**src/rtl/uart_pkg.sv**
```systemverilog
// uart_pkg: definitions shared by the Amber UART receive deserialiser and the
// transmit serialiser.
//   DATA_BITS    : data bits per character
//   rx_state_e   : receive FSM state encoding
//   even_parity  : even-parity bit over one data byte
package uart_pkg;

  localparam int DATA_BITS = 8;

  typedef enum logic [2:0] {
    ST_IDLE      = 3'd0,
    ST_START     = 3'd1,
    ST_DATA      = 3'd2,
    ST_PARITY    = 3'd3,
    ST_STOP      = 3'd4,
    ST_WAIT_HIGH = 3'd5
  } rx_state_e;

  // The bit that makes the total count of ones (data plus parity) even.
  function automatic logic even_parity(input logic [DATA_BITS-1:0] d);
    return ^d;
  endfunction

endpackage

```
**src/rtl/uart_rx_sync.sv**
```systemverilog
// uart_rx_sync: three-flop synchroniser for the asynchronous RXD pad, plus a
// falling-edge detector on the synchronised value.
// All flops reset to 1, which is the line idle level.
// Ports:
//   clk    in   system clock
//   rst    in   asynchronous, active-high reset
//   rxd    in   raw serial input, asynchronous to clk
//   rxd_s  out  synchronised RXD (third stage)
//   fall   out  one cycle high when rxd_s has just gone from 1 to 0
module uart_rx_sync (
  input  logic clk,
  input  logic rst,
  input  logic rxd,
  output logic rxd_s,
  output logic fall
);

  logic [2:0] sync_r;
  logic       prev_r;

  // Synchroniser chain plus a delayed copy of its output for edge detection.
  always_ff @(posedge clk or posedge rst) begin
    if (rst) begin
      sync_r <= 3'b111;
      prev_r <= 1'b1;
    end else begin
      sync_r <= {sync_r[1:0], rxd};
      prev_r <= sync_r[2];
    end
  end

  assign rxd_s = sync_r[2];
  assign fall  = prev_r & ~sync_r[2];

endmodule

```
**src/rtl/uart_rx_deser.sv**
```systemverilog
// uart_rx_deser: receive-side deserialiser for the Amber UART.
// Oversamples RXD, detects the start bit, samples 8 data bits LSB-first at
// mid-bit, checks the stop bit and pushes good bytes over valid/ready.
// Optional feature macro: UART_RX_PARITY_EN (8E1 framing with parity check;
// without it the framing is 8N1 and o_parity_err is tied low).
// Ports:
//   i_clk, i_rst   clock; asynchronous active-high reset
//   i_uart_rxd     raw serial input (idles high)
//   i_enable       receiver enable; low forces the FSM to IDLE
//   o_rx_data      received byte, stable while o_rx_valid is high
//   o_rx_valid     byte available; i_rx_ready accepts it
//   o_frame_err    pulse: stop bit 0 with non-zero data
//   o_break        pulse: all-zero data and stop bit 0
//   o_overrun      pulse: byte completed while the previous one was not taken
//   o_parity_err   pulse: parity mismatch
//   o_busy         FSM not in IDLE
module uart_rx_deser
  import uart_pkg::*;
#(
  parameter int CLKS_PER_BIT = 174
) (
  input  logic                 i_clk,
  input  logic                 i_rst,
  input  logic                 i_uart_rxd,
  input  logic                 i_enable,
  output logic [DATA_BITS-1:0] o_rx_data,
  output logic                 o_rx_valid,
  input  logic                 i_rx_ready,
  output logic                 o_frame_err,
  output logic                 o_break,
  output logic                 o_overrun,
  output logic                 o_parity_err,
  output logic                 o_busy
);

  localparam int CNT_W = $clog2(CLKS_PER_BIT);
  localparam logic [CNT_W-1:0] HALF_LOAD = CNT_W'(CLKS_PER_BIT / 2 - 1);
  localparam logic [CNT_W-1:0] FULL_LOAD = CNT_W'(CLKS_PER_BIT - 1);
  localparam logic [CNT_W-1:0] TIMER_ONE = CNT_W'(1);
  localparam logic [CNT_W-1:0] TIMER_ZERO = CNT_W'(0);
  localparam logic [2:0]       LAST_BIT  = 3'(DATA_BITS - 1);

  logic                 rxd_s;
  logic                 rxd_fall;
  rx_state_e            state_r, state_nxt;
  logic [CNT_W-1:0]     timer_r, timer_nxt;
  logic [2:0]           bitcnt_r, bitcnt_nxt;
  logic [DATA_BITS-1:0] shreg_r, shreg_nxt;
  logic                 tick;
  logic                 done_good;
  logic                 ev_frame;
  logic                 ev_break;
`ifdef UART_RX_PARITY_EN
  logic                 par_bad_r, par_bad_nxt;
  logic                 ev_parity;
`endif

  uart_rx_sync u_sync (
    .clk   (i_clk),
    .rst   (i_rst),
    .rxd   (i_uart_rxd),
    .rxd_s (rxd_s),
    .fall  (rxd_fall)
  );

  assign tick = (timer_r == TIMER_ZERO);

  // Next-state, bit timer, shift register and frame-outcome strobes.
  always_comb begin
    state_nxt  = state_r;
    timer_nxt  = timer_r;
    bitcnt_nxt = bitcnt_r;
    shreg_nxt  = shreg_r;
    done_good  = 1'b0;
    ev_frame   = 1'b0;
    ev_break   = 1'b0;
`ifdef UART_RX_PARITY_EN
    par_bad_nxt = par_bad_r;
    ev_parity   = 1'b0;
`endif
    case (state_r)
      ST_IDLE: begin
        timer_nxt  = TIMER_ZERO;
        bitcnt_nxt = 3'd0;
`ifdef UART_RX_PARITY_EN
        par_bad_nxt = 1'b0;
`endif
        if (rxd_fall && i_enable) begin
          state_nxt = ST_START;
          timer_nxt = HALF_LOAD;
        end else begin
          state_nxt = ST_IDLE;
        end
      end
      ST_START: begin
        if (!tick) begin
          timer_nxt = timer_r - TIMER_ONE;
        end else if (!rxd_s) begin
          state_nxt  = ST_DATA;
          timer_nxt  = FULL_LOAD;
          bitcnt_nxt = 3'd0;
        end else begin
          // Line back high at mid-start: treat the low as a glitch.
          state_nxt = ST_IDLE;
        end
      end
      ST_DATA: begin
        if (!tick) begin
          timer_nxt = timer_r - TIMER_ONE;
        end else begin
          shreg_nxt = {rxd_s, shreg_r[DATA_BITS-1:1]};
          timer_nxt = FULL_LOAD;
          if (bitcnt_r == LAST_BIT) begin
`ifdef UART_RX_PARITY_EN
            state_nxt = ST_PARITY;
`else
            state_nxt = ST_STOP;
`endif
          end else begin
            bitcnt_nxt = bitcnt_r + 3'd1;
          end
        end
      end
      ST_PARITY: begin
`ifdef UART_RX_PARITY_EN
        if (!tick) begin
          timer_nxt = timer_r - TIMER_ONE;
        end else begin
          par_bad_nxt = (rxd_s != even_parity(shreg_r));
          ev_parity   = (rxd_s != even_parity(shreg_r));
          timer_nxt   = FULL_LOAD;
          state_nxt   = ST_STOP;
        end
`else
        state_nxt = ST_IDLE;
`endif
      end
      ST_STOP: begin
        if (!tick) begin
          timer_nxt = timer_r - TIMER_ONE;
        end else if (rxd_s) begin
          state_nxt = ST_IDLE;
`ifdef UART_RX_PARITY_EN
          done_good = ~par_bad_r;
`else
          done_good = 1'b1;
`endif
        end else if (shreg_r != {DATA_BITS{1'b0}}) begin
          ev_frame  = 1'b1;
          state_nxt = ST_WAIT_HIGH;
        end else begin
          ev_break  = 1'b1;
          state_nxt = ST_WAIT_HIGH;
        end
      end
      ST_WAIT_HIGH: begin
        // Stay out of IDLE until the line returns high so a break or bad
        // stop bit cannot be mistaken for a new start edge.
        timer_nxt = TIMER_ZERO;
        if (rxd_s) begin
          state_nxt = ST_IDLE;
        end else begin
          state_nxt = ST_WAIT_HIGH;
        end
      end
      default: begin
        state_nxt = ST_IDLE;
        timer_nxt = TIMER_ZERO;
      end
    endcase

    // Disabling the receiver silently drops whatever frame is in flight.
    if (!i_enable) begin
      state_nxt  = ST_IDLE;
      timer_nxt  = TIMER_ZERO;
      bitcnt_nxt = 3'd0;
      done_good  = 1'b0;
      ev_frame   = 1'b0;
      ev_break   = 1'b0;
`ifdef UART_RX_PARITY_EN
      ev_parity  = 1'b0;
`endif
    end else begin
      state_nxt = state_nxt;
    end
  end

  // FSM state, bit timer, bit counter and shift register.
  always_ff @(posedge i_clk or posedge i_rst) begin
    if (i_rst) begin
      state_r  <= ST_IDLE;
      timer_r  <= TIMER_ZERO;
      bitcnt_r <= 3'd0;
      shreg_r  <= {DATA_BITS{1'b0}};
    end else begin
      state_r  <= state_nxt;
      timer_r  <= timer_nxt;
      bitcnt_r <= bitcnt_nxt;
      shreg_r  <= shreg_nxt;
    end
  end

`ifdef UART_RX_PARITY_EN
  // Parity-failure flag carried from the parity bit to the stop bit.
  always_ff @(posedge i_clk or posedge i_rst) begin
    if (i_rst) begin
      par_bad_r <= 1'b0;
    end else begin
      par_bad_r <= par_bad_nxt;
    end
  end

  // Registered parity-error pulse.
  always_ff @(posedge i_clk or posedge i_rst) begin
    if (i_rst) begin
      o_parity_err <= 1'b0;
    end else begin
      o_parity_err <= ev_parity;
    end
  end
`else
  assign o_parity_err = 1'b0;
`endif

  // Registered push interface, error pulses and busy flag.
  always_ff @(posedge i_clk or posedge i_rst) begin
    if (i_rst) begin
      o_rx_data   <= {DATA_BITS{1'b0}};
      o_rx_valid  <= 1'b0;
      o_frame_err <= 1'b0;
      o_break     <= 1'b0;
      o_overrun   <= 1'b0;
      o_busy      <= 1'b0;
    end else begin
      o_frame_err <= ev_frame;
      o_break     <= ev_break;
      o_busy      <= (state_nxt != ST_IDLE);
      o_overrun   <= 1'b0;
      if (done_good) begin
        // A handshake in the completion cycle frees the holding register.
        if (!o_rx_valid || i_rx_ready) begin
          o_rx_data  <= shreg_r;
          o_rx_valid <= 1'b1;
        end else begin
          o_overrun  <= 1'b1;
        end
      end else if (o_rx_valid && i_rx_ready) begin
        o_rx_valid <= 1'b0;
      end else begin
        o_rx_valid <= o_rx_valid;
      end
    end
  end

endmodule

```
**config.mk**
```make
export PLATFORM = sky130hd
export DESIGN_NAME = uart_rx_deser
export DESIGN_NICKNAME = d
export VERILOG_FILES = /design/src/rtl/uart_pkg.sv /design/src/rtl/uart_rx_sync.sv /design/src/rtl/uart_rx_deser.sv
export SDC_FILE = /design/constraint.sdc
export NUM_CORES = 1
export LEC_CHECK = 0
export CAP_MARGIN = 20
export CORE_MARGIN = 4
export CORE_UTILIZATION = 30
export CTS_CLUSTER_DIAMETER = 100
export CTS_CLUSTER_SIZE = 30
export DETAILED_ROUTE_END_ITERATION = 10
export PLACE_DENSITY = 0.46
export SKIP_LAST_GASP = 1
export SYNTH_ARGS = -nofsm -noshare
export SYNTH_HDL_FRONTEND = slang
export SYNTH_HIERARCHICAL = 1
export SYNTH_SLANG_ARGS = --single-unit
```
**constraint.sdc**
```tcl
create_clock -name i_clk -period 3 [get_ports i_clk]
set_input_delay 0.3 -clock i_clk [delete_from_list [all_inputs] [get_ports i_clk]]
set_output_delay 0.3 -clock i_clk [all_outputs]
set_load 0.005 [all_outputs]
```
==> results of run 1 <==
==> cell families after synthesis <==
| group | Yosys count | synth area share, % |
|---|---|---|
| compound gates | 46 | 15.37 |
| xor+xnor | 2 | 0.8644 |
| fa+ha+maj | 4 | 2.469 |
| buf+inv | 13 | 4.197 |
| flops | 39 | 48.40 |
| mux | 17 | 9.383 |
| other cells | 1 | 0.1850 |
| simple gates | 67 | 19.14 |
==> cell usage in the layout, fill, tap and decap left out, types with 3 or more instances in the layout <==
cell and n:
a21oi_1 13, clkbuf_8 5, clkdlybuf4s50_1 17, dfrtp_1 35, dfstp_2 4, ha_1 4
inv_1 4, mux2_2 16, nand2_1 18, nand2b_1 5, nand3_1 3, nand4_1 3
nor2_1 13, nor2b_1 4, nor3_1 4, o21ai_0 7
==> layout make-up <==
cell class	count	share of cell area, %
clock buffers	5	2.962
clock inverters	3	1.023
inverters	4	0.6462
multi-input cells	137	41.36
flip-flops and latches	39	42.22
well taps	77	4.146
repair buffers	18	7.647
==> power by group through the flow <==
stage                     clock network (uW)  logic [uW]  registers, uW
after floorplan                            0         131            569
after global placement                     0         153            580
after detailed placement                   0         152            580
after CTS                                388         152            569
after global routing                     408         170            573
final                                    367         152            569
==> how the worst max path moves through the flow <==
| stage | to | slack [ps] | start |
|---|---|---|---|
| floorplan | shreg_r[0] | 1160 | timer_r[0] |
| global placement | timer_r[6] | 780 | state_r[1] |
| detailed placement | shreg_r[1] | 750 | timer_r[0] |
| CTS | o_rx_data[0] | 730 | timer_r[0] |
| global route | bitcnt_r[0] | 500 | timer_r[0] |
| finish | bitcnt_r[0] | 680 | timer_r[0] |
==> worst max-delay path: cells and delay by family, from the launching register on <==
kind                       cells  cell delay (ps)
and+or+nand+nor                4             1390
DFF                            1              410
adders and majority gates      1              210
AOI/OAI and AO/OA              1              140
buffers and inverters          1              110
==> registers in the layout, indices dropped and copies added (netlist names), 3 cells and up <==
name / cells
shreg_r: 8
u_sync/sync_r: 3
state_r: 3
o_rx_data: 8
bitcnt_r: 3
timer_r: 8
==> metal layers <==
layer	share of wire, %	track usage (%)	routed length (um)
met5	0	0	0
met2	47	17.11	1930
met4	1.1	3.954	44
met3	3.8	2.838	157
met1	48	14.45	2007
==> metrics by stage <==
step                power [uW]  worst slack (ps)  hold slack (ps)
floorplan                700.8              1159            255.2
global placement         732.2             778.3            346.6
detailed placement       732.0             748.8            349.4
CTS                       1110             728.6            363.2
global route              1152             504.6            371.0
finish                    1088             680.7            360.1
==> impl_metrics.py, run 1 <==
metrics = {
    "clocking": {
        "cts_max_path_buffers": 2,
        "cts_setup_buffers": 0,
        "cts_tree": "done",
        "path_clk_slew_ps": 90,
        "cts.sinks": 39,
        "insertion_delay_ps": 290,
        "hold_buffers": 0,
        "cts-root-buf": "clkbuf_8",
        "postCtsResizedCells": 0,
        "htreeDepth": 2,
        "numCtsBuffers": 5,
    },
    "setup_path": {
        "cp_max_fo": 10,
        "end_kind": "register",
        "slowest_stage": "and2_1",
        "required_ps": 3230,
        "worstPathArrival_ps": 2550,
        "slowest_delay_ps": 450,
        "cp_cell_sequence": "inv_1 > ha_1 > nor4b_2 > and2_1 > nand3_2 > nor3_1 > o21a_1",
        "r2r-start": "timer_r[0]",
        "critPathLaunchType": "register",
        "criticalPathCategory": "reg2reg",
        "r2r_setup_slack_ps": 680,
        "rr_endpoint": "bitcnt_r[0]",
        "reg2regPathDepth": 7,
    },
    "global_route": {
        "track_usage_pct": 10.90,
        "grt_pass1_vias": 1480,
        "grt_max_degree": 25,
        "antenna_found_initial": 0,
        "grt_overflow": 0,
        "grt_pass1_wl_um": 7238,
    },
    "synth": {
        "synthTopCellsByCount": "dfrtp_1 (35), nand2_1 (18), mux2_2 (16)",
        "syn_area_per_cell_sq_um": 10.72,
        "yosysWarnings": 6,
        "synth_seq_cells": 39,
        "ys_seq_area_share_pct": 48.40,
        "synth_cells": 189,
        "synth.top_cell.area_share_pct": 43.21,
        "synth_area_leaders": "dfrtp_1 (43%), mux2_2 (8.9%), dfstp_2 (5.2%)",
        "synth_edf_count": 0,
        "synth_area_leader_cell": "dfrtp_1",
        "async_reset_ff_share_pct": 100.0,
        "syn_nets": 198,
        "synthFlopType": "dfrtp_1",
        "netlist-cell-type-count": 58,
        "syn_area_sq_um": 2027,
        "synth.most_common_cell": "dfrtp_1",
    },
    "pwr": {
        "power_switching_uw": 317.2,
        "ir_drop_mv": 0.1847,
        "clockPowerShare_pct": 33.7,
        "swShare_pct": 29.15,
        "power_density_nw_per_um2": 468.3,
        "p_leak_uw": 0.001014,
        "p_int_uw": 770.9,
        "seqPwrFrac_pct": 52.3,
        "p_comb_share_pct": 14.0,
    },
    "cells_and_area": {
        "area_growth_pct": 14.63,
        "fill_cells": 653,
        "nets": 214,
        "regArea_sq_um": 980.9,
        "num_antenna_cells": 0,
        "drive_above_1_share_pct": 19.42,
        "final_cells": 283,
        "post-route-util_pct": 35.97,
        "final_area_sq_um": 2323,
        "multi_input_area_sq_um": 960.9,
    },
    "timing": {
        "rsz0062_at_grt": "no",
        "hold_viol": 0,
        "finalClockSkew_ps": 7.175,
        "fin_crit_ps": 2319,
        "timing.final.crit_share_pct": 77.31,
        "slew_headroom_pct": 57.70,
        "finalMaxSlewViolations": 0,
        "max_clock_freq_mhz": 431.2,
        "tightest_slew_ps": 634.6,
        "finalSetupViolCount": 0,
        "setup_tns_ps": 0,
    },
    "run": {
        "max_cap_violations": 0,
    },
    "detailed_routing": {
        "viasPerCell": 5.216,
        "totalWireLength_um": 4139,
        "drc": 0,
        "drt_iter0_drc": 102,
        "num_vias": 1476,
        "wl_per_cell_um": 14.63,
        "postRouteAntennaNets": 0,
        "dr.pass1.iters": 4,
    },
    "run_status": {
        "outcome": "completed",
    },
    "die": {
        "initial_utilization_pct": 31.38,
        "coreArea_sq_um": 6459,
        "dieWidth_um": 90.20,
        "die_y_um": 90.20,
        "io-pin-count": 19,
        "dieArea_sq_um": 8135,
        "rows": 29,
    },
    "placed_design": {
        "dp_hpwl_um": 3005,
        "placedCellCount": 275,
        "place_congestion": 0.9219,
        "post_dp_cell_area_sq_um": 2231,
        "io_buffer_count": 17,
    },
    "hold_path": {
        "min_path_type": "in2async",
    },
}
Note: power is estimated with default switching activity, not from simulation.
==> run 2, diff against run 1 <==
--- a/config.mk
+++ b/config.mk
@@ -11,7 +11,7 @@
 export CTS_CLUSTER_DIAMETER = 100
 export CTS_CLUSTER_SIZE = 30
 export DETAILED_ROUTE_END_ITERATION = 10
-export PLACE_DENSITY = 0.46
+export PLACE_DENSITY = 0.48
 export SKIP_LAST_GASP = 1
 export SYNTH_ARGS = -nofsm -noshare
 export SYNTH_HDL_FRONTEND = slang
==> constraint.sdc (replaced) <==
create_clock -name i_clk -period 1.9 [get_ports i_clk]
set_input_delay 0.19 -clock i_clk [delete_from_list [all_inputs] [get_ports i_clk]]
set_output_delay 0.19 -clock i_clk [all_outputs]
set_load 0.005 [all_outputs]
==> run 2 against run 1 <==
- utilization grew 5.3 points
- via count grew 7.3%
- clock power grew 98%
- clock skew is essentially flat
- critical endpoint is now timer_r[0]
- largest power group unchanged
- highest routed layer unchanged
==> impl_metrics.py, run 2 (synthesis results as in run 1) <==
metrics = {
    "pwr": {
        "p_comb_share_pct": 19.5,
        "ir_drop_mv": 0.5041,
        "p_int_uw": 1455,
        "clockPowerShare_pct": 36.2,
        "power_switching_uw": 551.7,
        "swShare_pct": 27.50,
        "finalPower_uw": 2006,
        "seqPwrFrac_pct": 44.3,
        "p_leak_uw": 0.001222,
        "power_density_nw_per_um2": 752.5,
    },
    "die": {
        "coreArea_sq_um": 6459,
        "initial_utilization_pct": 31.38,
        "die_y_um": 90.20,
        "dieWidth_um": 90.20,
        "io-pin-count": 19,
        "rows": 29,
        "dieArea_sq_um": 8135,
    },
    "detailed_routing": {
        "drt_iter0_drc": 60,
        "viasPerCell": 4.997,
        "drc": 0,
        "wl_per_cell_um": 14.98,
        "dr.pass1.iters": 4,
        "totalWireLength_um": 4749,
        "postRouteAntennaNets": 0,
        "num_vias": 1584,
    },
    "setup_path": {
        "crit_buf_inv": 4,
        "criticalPathCategory": "reg2reg",
        "rr_endpoint": "timer_r[0]",
        "cp_cell_sequence": "inv_2 > ha_4 > nor4b_4 > buf_4 > o211ai_1 > nand4_2 > buf_4 > buf_4 > o21ai_0",
        "required_ps": 2110,
        "slowest_stage": "dfrtp_1",
        "reg2regPathDepth": 9,
        "cpMostUsedCell": "buf_4",
        "critPathLaunchType": "register",
        "r2r_setup_slack_ps": 10,
        "cp_max_fo": 5,
        "end_kind": "register",
        "slowest_delay_ps": 370,
        "r2r-start": "timer_r[0]",
        "critPathTopFamily": "buffers and inverters",
        "worstPathArrival_ps": 2090,
    },
    "cells_and_area": {
        "layout_common_cells": "dfrtp_1 (35), buf_4 (33), nand2_1 (18)",
        "nets": 248,
        "post-route-util_pct": 41.28,
        "final_cells": 317,
        "largestRegisters": "o_rx_data x8, shreg_r x8, timer_r x8",
        "drive_above_1_share_pct": 34.17,
        "area_growth_pct": 31.54,
        "num_antenna_cells": 0,
        "final_common_cell": "dfrtp_1",
    },
    "global_route": {
        "grt_max_degree": 24,
        "antenna_found_initial": 0,
        "grt_overflow": 0,
        "track_usage_pct": 12.30,
        "grt_pass1_wl_um": 8211,
        "grt_pass1_vias": 1650,
    },
    "timing": {
        "rsz0062_at_grt": "yes",
        "fin_crit_ps": 1885,
        "hold_viol": 0,
        "timing.final.crit_share_pct": 99.22,
        "finalMaxSlewViolations": 0,
        "finalClockSkew_ps": 6.969,
        "setup_tns_ps": 0,
        "finalSetupViolCount": 0,
        "max_clock_freq_mhz": 530.5,
        "worst_slack_ps": 14.81,
    },
    "placed_design": {
        "io_buffer_count": 17,
        "placedCellCount": 306,
        "dp_slack_ps": -36.38,
        "place_congestion": 0.8344,
        "dp_hpwl_um": 3482,
    },
    "clocking": {
        "cts_tree": "done",
        "cts_max_path_buffers": 2,
        "cts-root-buf": "clkbuf_8",
        "cts.sinks": 39,
        "numCtsBuffers": 5,
        "hold_buffers": 0,
        "insertion_delay_ps": 300,
        "path_clk_slew_ps": 80,
        "htreeDepth": 2,
    },
    "run": {
        "max_cap_violations": 0,
    },
    "hold_path": {
        "min_path_type": "in2async",
    },
    "run_status": {
        "outcome": "completed",
    },
}
## run 2: cell types whose count changed in the layout (fill, tap and decap cells not counted), sizes merged
cell | before | now
bufinv | 0 | 1
clkinvlp | 2 | 1
buf | 1 | 35
## run 2: worst min-delay path, cell delays in order
cell and delay [ps]:
clkdlybuf4s50_1 420, inv_1 80, buf_4 220
## run 2: how the worst max path moves through the flow
stage                     from          to  slack (ps)  cells after the start
floorplan           timer_r[0]  shreg_r[0]          60                      7
global placement    timer_r[0]  timer_r[6]         -40                      8
detailed placement  timer_r[0]  timer_r[6]         -40                      8
CTS                 timer_r[0]  timer_r[6]          -3                      8
global route        timer_r[0]  timer_r[6]        -120                      8
finish              timer_r[0]  timer_r[0]          10                      9
## run 2: final cells by class
type	instances	area (sq um)
clock inverters	3	46.29
inverters	4	15.01
clock buffers	5	68.82
repair buffers	52	449.2
multi-input cells	137	1010
well taps	77	96.34
fillers	642	3792
flip-flops and latches	39	980.9
## run 2: metal layers
| layer | up-vias | GRT usage, % | share of wire [%] |
|---|---|---|---|
| li1 | 786 | - | - |
| met3 | 8 | 2.588 | 2.8 |
| met2 | 28 | 18.73 | 45 |
| met5 | - | 0 | 0 |
| met4 | 0 | 4.337 | 1.5 |
| met1 | 762 | 17.25 | 50 |
## run 2: timing repair
action / 4_1_cts / 5_1_grt
setup buffers: 0 / 3
resized for setup: 2 / 11
endpoints found under the setup margin: 21 / 29
pin swaps: 2 / 6
## run 2: metrics by stage
stage          instance area, sq um  hold WS (ps)
4_1_cts                        2603         244.0
3_5_place_dp                   2476         347.6
3_3_place_gp                   2476         345.8
2_1_floorplan                  2027         145.2
6_report                       2666         241.6
5_1_grt                        2666         267.2
## run 2: power groups by stage
stage / clock [uW] / combinational [uW] / sequential [uW]
4_1_cts: 749 / 371 / 890
3_3_place_gp: 0 / 359 / 906
3_5_place_dp: 0 / 356 / 906
5_1_grt: 787 / 427 / 895
2_1_floorplan: 0 / 208 / 899
6_report: 726 / 391 / 890
